==> config.mk <==
export PLATFORM = sky130hd
export DESIGN_NAME = branch_pht
export DESIGN_NICKNAME = d
export VERILOG_FILES = /design/src/rtl/branch_pht.sv
export SDC_FILE = /design/constraint.sdc
export NUM_CORES = 2
export LEC_CHECK = 0
export CORE_MARGIN = 3
export CORE_UTILIZATION = 50
export DETAILED_ROUTE_END_ITERATION = 8
export PLACE_DENSITY = 0.66
export SYNTH_ARGS = -nofsm -noshare
export SYNTH_HDL_FRONTEND = slang
export SYNTH_SLANG_ARGS = --single-unit
export TNS_END_PERCENT = 30
==> constraint.sdc <==
create_clock -name clk -period 54.4 [get_ports clk]
set_clock_uncertainty 0.05 [all_clocks]
set_input_delay 8.16 -clock clk [delete_from_list [all_inputs] [get_ports clk]]
set_output_delay 8.16 -clock clk [all_outputs]
set_load 0.005 [all_outputs]
==> src/rtl/branch_pht.sv <==
// rtl/branch_pht.sv - gshare pattern history table with 2-bit saturating counters
// Walks the table to INIT_COUNTER after reset, then predicts and trains on resolved branches.
module branch_pht #(
    parameter int         INDEX_WIDTH  = 10,
    parameter logic [1:0] INIT_COUNTER = 2'b01
) (
    input  logic                   clk,
    input  logic                   reset,
    input  logic [15:0]            fetch_pc,
    output logic [INDEX_WIDTH-1:0] pred_index,
    output logic [1:0]             pred_counter,
    output logic                   pred_taken,
    output logic                   ready,
    input  logic                   update_valid,
    input  logic [INDEX_WIDTH-1:0] update_index,
    input  logic                   update_taken
);
    localparam int ENTRIES = 1 << INDEX_WIDTH;

    typedef enum logic {
        INIT,
        READY
    } state_t;

    state_t                 state;
    logic [INDEX_WIDTH-1:0] init_ptr;
    logic [INDEX_WIDTH-1:0] ghr;
    logic [1:0]             table_mem [ENTRIES];
    logic [1:0]             upd_cur;
    logic [1:0]             upd_next;
    logic [INDEX_WIDTH-1:0] ghr_eff;
    logic                   active;

    // PC bit 0 and the upper bits do not participate in the index.
    logic unused_pc_bits;
    assign unused_pc_bits = &{1'b0, fetch_pc[15:INDEX_WIDTH+1], fetch_pc[0]};

    // Reset masks history and prediction combinationally so the reset cycle itself looks like INIT.
    assign active       = (state == READY) && !reset;
    assign ghr_eff      = reset ? '0 : ghr;
    assign pred_index   = fetch_pc[INDEX_WIDTH:1] ^ ghr_eff;
    assign pred_counter = active ? table_mem[pred_index] : INIT_COUNTER;
    assign pred_taken   = pred_counter[1];
    assign ready        = active;

    // Training re-reads the table rather than trusting the value carried down the pipe.
    always_comb begin
        upd_cur  = table_mem[update_index];
        upd_next = upd_cur;
        if (update_taken) begin
            if (upd_cur != 2'b11) upd_next = upd_cur + 2'd1;
        end else begin
            if (upd_cur != 2'b00) upd_next = upd_cur - 2'd1;
        end
    end

    always_ff @(posedge clk) begin
        if (reset) begin
            state    <= INIT;
            init_ptr <= '0;
            ghr      <= '0;
        end else begin
            case (state)
                INIT: begin
                    init_ptr <= init_ptr + 1'b1;
                    if (init_ptr == {INDEX_WIDTH{1'b1}}) state <= READY;
                end
                READY: begin
                    if (update_valid) ghr <= {ghr[INDEX_WIDTH-2:0], update_taken};
                end
                default: state <= INIT;
            endcase
        end
    end

    // Table kept reset-free so it can map onto RAM; the INIT walk provides its initial contents.
    always_ff @(posedge clk) begin
        if (!reset) begin
            if (state == INIT) begin
                table_mem[init_ptr] <= INIT_COUNTER;
            end else if (update_valid) begin
                table_mem[update_index] <= upd_next;
            end
        end
    end
endmodule

After elaboration in Yosys (flattened, before gate mapping)
Memories as Yosys holds them, arrays and structs flattened.
Index checks and enable logic that the tools add are counted.
Storage, ports and cells
  output and inout bits: 14
  register bits after elaboration: 21
  word-level logic and storage cells: 32
  bits of input ports: 30
  memories: 1
  RAM bits: 2048
Memory list
  table_mem: depth 1024, width 2, read ports 2, clocked after memory_dff 0, write ports 1, line 28  | logic [1:0] table_mem [ENTRIES];
Operators by class
  equality and inequality tests: 2
  add/sub/neg operators: 3
  mux-type cells: 17
  bitwise gates (word level): 1
  reduce and logical (&&, ||, !) cells: 5
Operators with widths (number)
  $mux 10: 2
  $add 10x1->10 const B: 1
  $eq 10x10->1 const B: 1
  $mux 1: 10
  $mux 2: 5
  $xor 10x10->10: 1
  $add 2x1->2 const B: 1
  $ne 2x2->1 const B: 1
  $reduce_and 2->1: 1
  $reduce_bool 2->1: 1
  $reduce_or 2->1: 1
  $sub 2x1->2 const B: 1
  $logic_and 1x1->1: 1
  $logic_not 1->1: 1

Depth between registers and ports, before layout
  depth in word-level cells: 6
  mapped depth: 18
  depth with buffers taken out: 11

Least setup slack after synthesis
No wires, ideal clock.
  path kind: input port to flip-flop
  start point: in update_index[1]
  end point: mem table_mem[0][1], data pin
  data required time: 51274 ps
  cell stages on the path: 13
  arrival time: 24888 ps
  path slack: 26387 ps
  library setup time: 3076 ps
  path buffers: 3
  path through: buf_6 > buf_12 > buf_12 > or2_4 > o22ai_1 > a211oi_1 > a221o_1 > a211oi_1 > nor3_1 > o311a_1 > or3_1 > maj3_2 > nor2_2
Between the ends
  longest elaborated chain between the ends: 5
  elaborated cells between the ends (all ways): 9
  classes of those cells: add/sub: 2; eq/ne: 1; mux: 4; reduce/logical: 1; memory: 1
RTL lines
  start: declaration: line 15  | input logic [INDEX_WIDTH-1:0] update_index,
  $mem_v2 1024x2 (*)
  $sub 2x1->2, or another cell as far along: line 53  | if (upd_cur != 2'b00) upd_next = upd_cur - 2'd1;
  $mux 2 (on tied branches): line 53, 51
  $mux 2 (*): line 50  | if (update_taken) begin
  $mux 2 (no source line) (*)
  end: declaration: line 28
Mark *: on every way between the ends. The rest lies on a longest branch, timed or not.

Worst setup path after layout
  start point: in reset
  end point: out pred_counter[0]
Between the ends
  longest elaborated chain between the ends: 4
  elaborated cells between the ends (all ways): 6
  classes of those cells: mux: 2; bitwise: 1; reduce/logical: 2; memory: 1
RTL lines
  start: declaration: line 8  | input logic reset,
  $mux 10: line 40  | assign ghr_eff = reset ? '0 : ghr;
  $xor 10x10->10: line 41  | assign pred_index = fetch_pc[INDEX_WIDTH:1] ^ ghr_eff;
  $mem_v2 1024x2
  $mux 2 (*): line 42  | assign pred_counter = active ? table_mem[pred_index] : INIT_COUNTER;
  end: declaration: line 11  | output logic [1:0] pred_counter,
Marks and branches as above.

==> out/qor.yml <==
drt_pass1_iterations: 9
path_max_fanout: 104
status: "finished, violations left"
synth_area_leaders: "edfxtp_1, mux4_2, mux2i_1, nor2_1, nand2_1"
r2r_slack_ns: 47.08
relSlewSlack_pct: -2.02
die_y_um: 461
cts_root_buffer: "clkbuf_16"
hold_viol: 0
die-area_um2: 212000
core_area_um2: 205000
synth-seq-cells: 2069
worst_slew_pin_slew_ns: 1.53
fmax_mhz: 42.0
cts_setup_buffers: 0
drive_above_1_share_pct: 17.8
whs_ns: 0.414
synth_seq_area_share_pct: 59.9
clk_path_buf_depth: 3
crit_path_start_kind: "input port"
cp.arrival_ns: 15.61
fin_crit_ns: 23.82
path_cells: "buf_2 -> buf_4 -> nand2b_2 -> xor2_4 -> buf_4 -> buf_12 -> buf_4 -> buf_4 -> buf_12 -> mux4_2 -> a31oi_1 -> nor4_1 -> o31ai_1 -> a21oi_1 -> o32ai_1 -> a221oi_1 -> buf_4 -> clkdlybuf4s50_1"
clk_latency_ns: 0.91
overflow: 0
yosysWarnings: 0
synthFlopType: "edfxtp_1"
slew_viol_final: 8
utilization_pct: 54.8
cts_resized: 0
ctsHoldBuffers: 0
cts.sinks: 2069
drv_cap: 1
p_int_mw: 2.63
grt_pass1_vias: 70300
tns_ns: 0
seqPwrFrac_pct: 50.0
pwr-share-clk_pct: 42.6
wl_per_cell_um: 39.4
dp_hpwl_um: 226000
syn_inst: 7190
vdd_drop_max_uv: 25.6
power.static_leakage_nw: 38.9
layout.nets: 7012
min-delay-path-class: "reg -> reg"
comb_power_share_pct: 7.3
vias_per_cell: 7.47
synth_commonest_cells: "edfxtp_1, nor2_1, mux4_2"
tritoncts: "built"
grt_antenna_before_repair: 22
avgSynthCellArea_um2: 14.4
violations: "design-rule violations, max-capacitance violations, max-slew violations"
io_buffer_count: 37
grt_max_degree: 268
io_pins: 44
drc_errors: 3
rsz0062_at_grt: "no"
yosysMostFrequentCell: "edfxtp_1"
rows: 166
syn_nets: 7221
fillers: 16300
initial_core_util_pct: 50.4
synthArstFlopShare_pct: 0
globalRouteTotalUtil_pct: 36.1
switching_power_mw: 0.822
yosysTopAreaCell: "edfxtp_1"
max_stage_delay_ns: 0.90
critPathCaptureType: "primary output"
synth-edff-count: 2048
first_iter_violations: 13400
crit_top_cell: "buf_4"
clk_pin_slew_ns: 0.06
fin_area_um2: 112000
synth_top_area_share_pct: 59.5
critPathRequiredTime_ns: 46.19
ant_nets: 0
drt-total-wl_um: 389000
syn-cell-area_um2: 103000
ys_types: 94
power.share.switching_pct: 23.8
period_share_pct: 43.8
postPlaceCellArea_um2: 105000
p_per_area_nw_per_um2: 30.7
setup_violations: 0
cts_made_buffers: 208
area_delta_synth_final_pct: 8.65
crit_type: "in -> out"
cts-htree-levels: 4
grt_pass1_wl_um: 537000
gp_routability_congestion: 0.975
vias: 73600
die_width_um: 461
slowest_stage: "buf_4"
[placed cells by master (no fill, tap or decap), types with 48 or more instances in the layout]
master / n
nand3_1: 149
nor2_1: 1146
mux4_2: 661
clkbuf_16: 210
a31oi_1: 64
nand2_1: 571
nor3_1: 86
a22oi_1: 56
edfxtp_1: 2048
mux2i_1: 527
clkinv_2: 48
a21oi_1: 252
o22ai_1: 59
a221oi_1: 99
o21ai_0: 158
buf_4: 192
o221ai_1: 115
[state kept, by name, summed over array words and instances, names as in the netlist]
signal	count
table_mem	2048
ghr	10
state	1
init_ptr	10
[through the flow]
step	power, mW	cells	setup slack (ns)
2_1_floorplan	1.91	7190	26.39
3_3_place_gp	2.00	9459	30.75
3_5_place_dp	2.00	9459	30.73
4_1_cts	3.44	9841	30.70
5_1_grt	3.51	9842	30.36
6_report	3.45	9860	30.58
[power groups by stage]
stage / Combinational [mW] / Sequential, mW / Clock, mW
2_1_floorplan: 0.146 / 1.76 / 0
3_3_place_gp: 0.240 / 1.76 / 0
3_5_place_dp: 0.240 / 1.76 / 0
4_1_cts: 0.241 / 1.73 / 1.47
5_1_grt: 0.252 / 1.72 / 1.53
6_report: 0.253 / 1.72 / 1.47
[metal layers]
layer  wire length, um  up-vias  part of all wire, %  GRT usage (%)
met5                94        -                0.024              0
met1            131000    37400                   34           47.0
met2            166000     6747                   43           51.5
met3             63200     1427                   16           13.2
li1                  -    28100                    -              -
met4             28800       14                  7.4           22.3
[worst max-delay path: cells and delay by family]
family,cells,cell delay (ns)
AO/OA/AOI/OAI,5,1.76
XOR/XNOR,1,0.14
buffers and inverters,9,4.20
multiplexers,1,0.58
AND/OR/NAND/NOR,2,0.37
[cell families after synthesis]
logic type,count (synthesis),share of synthesized area [%]
buffers and inverters,686,3.84
and+or+nand+nor,2131,8.41
adders and majority gates,3,0.0327
DFF,2069,59.9
xor gates and xnor gates,19,0.179
AOI/OAI and AO/OA,1039,6.87
muxes,1243,20.8
[final timing paths]
check / startpoint / end / depth (start not counted)
min: ghr[9]$_SDFFE_PP0P_ / ghr[9]$_SDFFE_PP0P_ / 2
max reg2reg: table_mem[476][0]$_DFFE_PP_ / table_mem[711][0]$_DFFE_PP_ / 13
max: reset / pred_counter[0] / 18
min reg2reg: ghr[9]$_SDFFE_PP0P_ / ghr[9]$_SDFFE_PP0P_ / 2
[final cells by class]
cell class	count	area, um2	area share (%)
multi-input cells	4435	37900	33.7
inverters	25	139	0.124
diodes	19	47.5	0.0423
flip-flops and latches	2069	61900	55.1
clock buffers	252	5410	4.82
clock inverters	130	1440	1.28
well taps	2688	3360	2.99
repair buffers	242	2090	1.86
Power figures use the tool's default switching activity.
==> variant: new RTL, same flow settings <==
`INDEX_WIDTH`: 10 -> 9.
--- a/src/rtl/branch_pht.sv
+++ b/src/rtl/branch_pht.sv
@@ -1,7 +1,7 @@
 // rtl/branch_pht.sv - gshare pattern history table with 2-bit saturating counters
 // Walks the table to INIT_COUNTER after reset, then predicts and trains on resolved branches.
 module branch_pht #(
-    parameter int         INDEX_WIDTH  = 10,
+    parameter int         INDEX_WIDTH  = 9,
     parameter logic [1:0] INIT_COUNTER = 2'b01
 ) (
     input  logic                   clk,
Ports: changed (resized pred_index and update_index); port bits go from 44 to 42. No check against the original RTL was run, so the function may have changed too.
==> variant against the unedited design <==
Worst setup slack better by 1.1 ns; global-route usage fell by 4.0 points; synthesized cell count shrank 44%; routed wire length shrank 55%; sequential cell count down 1026; clock power shrank 53%; area after synthesis down 49%; power down 51%; fmax is 4.8% higher; combinational power fell by 50%; final area down 49%.
==> variant: results (changes against the unedited design) <==
Parameter                              Value

Routing
  Initial DRC Count    5598 (-58%)
  Pre-Repair DR Iteration Count    6 (-3)
  Avg Vias per Cell    7.05 (-5.6%)
  Wire length after detailed routing    176000 um (-55%)

Cells and area
  Area Overhead vs Synth    8.32%
  Number of nets in the finished design    3950 (-44%)
  Largest registers    table_mem x1024, ghr x9, init_ptr x9
  FILL cells    8593 (-47%)
  Proportion of layout cells with a drive suffix above 1    13.0% (-4.9 points)

Synthesis
  Distinct cell type count after synthesis    80 (-15%)
  Area contributors post-synth    sky130_fd_sc_hd__edfxtp_1 (59%), sky130_fd_sc_hd__mux4_2 (9.3%), sky130_fd_sc_hd__mux2i_1 (8.2%)
  Portion of the post-synthesis area used by sequential elements    59.4% (-0.50 points)
  Post-synth EDFFs    1024 (-50%)
  Mapped Nets    4063 (-44%)
  List of most frequent post-synthesis cells    sky130_fd_sc_hd__edfxtp_1 (1024), sky130_fd_sc_hd__nor2_1 (577), sky130_fd_sc_hd__nand2_1 (500)

Critical path
  Stage delay of the slowest cell on the critical path    0.73 ns (-0.17 ns)
  Critical path origin    reset
  Critical Path Fanout Max    50 (-52%)
  Data arrival time of the critical path    14.51 ns (-1.10 ns)
  Slowest library cell on the worst path    sky130_fd_sc_hd__buf_4
  Start of the worst register-to-register path    table_mem[68][1]

Status
  Outcome    completed

Global routing
  Gr usage total    32.1% (-4.0 points)
  Antenna violations before repair    4 (-82%)
  First-pass GRT wire length    252000 um (-53%)
  Via count of the first global-routing pass    36.7k (-48%)
  Largest net degree at the start of global routing    258 (-3.7%)

Power
  Highest ir drop seen on vdd    0.0283 mV (+11%)
  Leakage component of the power    19.7 nW (-49%)

CTS
  Number of CTS-inserted buffers    105 (-50%)
  H-tree Lvls    3 (-1)
  Worst-skew pair later-pin latency    0.71 ns (-0.20 ns)

Placed design
  Area after DPL    53500 um2 (-49%)
  RePlAce Congestion    0.915 (-6.1%)
  DPL Wire Length    103000 um (-55%)
  Number of port buffers    34 (-8.1%)

Hold path
  Startpoint of the lowest-slack hold path    ghr[8]

STA
  Worst slew margin    11.0% (+13 points)
variant: path summary, 6_finish.rpt:
path | to | slack [ns] | cells past startpoint
worst max-delay path | pred_counter[0] | 31.68 | 15
worst min register to register | ghr[8] | 0.40 | 2
worst min-delay path | ghr[8] | 0.40 | 2
worst max register to register | table_mem[487][0] | 48.34 | 12
variant: area by class of cell:
| cell class | instances | share of cell area (%) |
|---|---|---|
| Sequential cell | 1043 | 54.8 |
| Multi-Input combinational cell | 2635 | 34.5 |
| Clock inverter | 62 | 0.860 |
| Clock buffer | 123 | 4.79 |
| Tap cell | 1380 | 3.04 |
| Inverter | 16 | 0.132 |
| Antenna cell | 3 | 0.0132 |
| Timing Repair Buffer | 118 | 1.85 |
variant: kinds of logic after synthesis:
group	synth area share [%]
AO/OA/AOI/OAI	8.02
XOR/XNOR	0.380
adder cells (fa/ha/maj)	0.0883
buffers and inverters	3.71
flip-flops	59.4
multiplexers	17.6
AND/OR/NAND/NOR	10.8
variant: through the flow:
stage	cells	setup slack, ns	hold WS [ns]	total power, mW
final	5380	31.68	0.405	1.69
after global routing	5377	31.49	0.449	1.73
after CTS	5377	31.82	0.408	1.69
after detailed placement	5192	31.84	0.400	1.01
after global placement	5192	31.86	0.397	1.01
after floorplan	4032	29.75	0.387	0.962
variant: layer usage:
metal	share of wire, %	track usage, %	routed length, um	vias to the layer above
met5	0.012	0	21	-
li1	-	-	-	15400
met3	12	7.32	21800	613
met4	6.1	17.7	10700	4
met2	46	49.4	80400	2817
met1	36	42.5	63500	19100
variant: critical path: cells and delay by family:
kind                      cells  cell delay [ns]
buffers and inverters         6             3.45
AOI/OAI and AO/OA             4             0.96
xor gates and xnor gates      1             0.42
muxes                         1             0.61
and+or+nand+nor               3             0.75
variant: report_power, final:
group          switching, mW  internal (mW)  total (mW)
registers           0.000346          0.869       0.869
logic                 0.0896         0.0366       0.126
clock network          0.314          0.384       0.698
total                  0.404           1.29        1.69
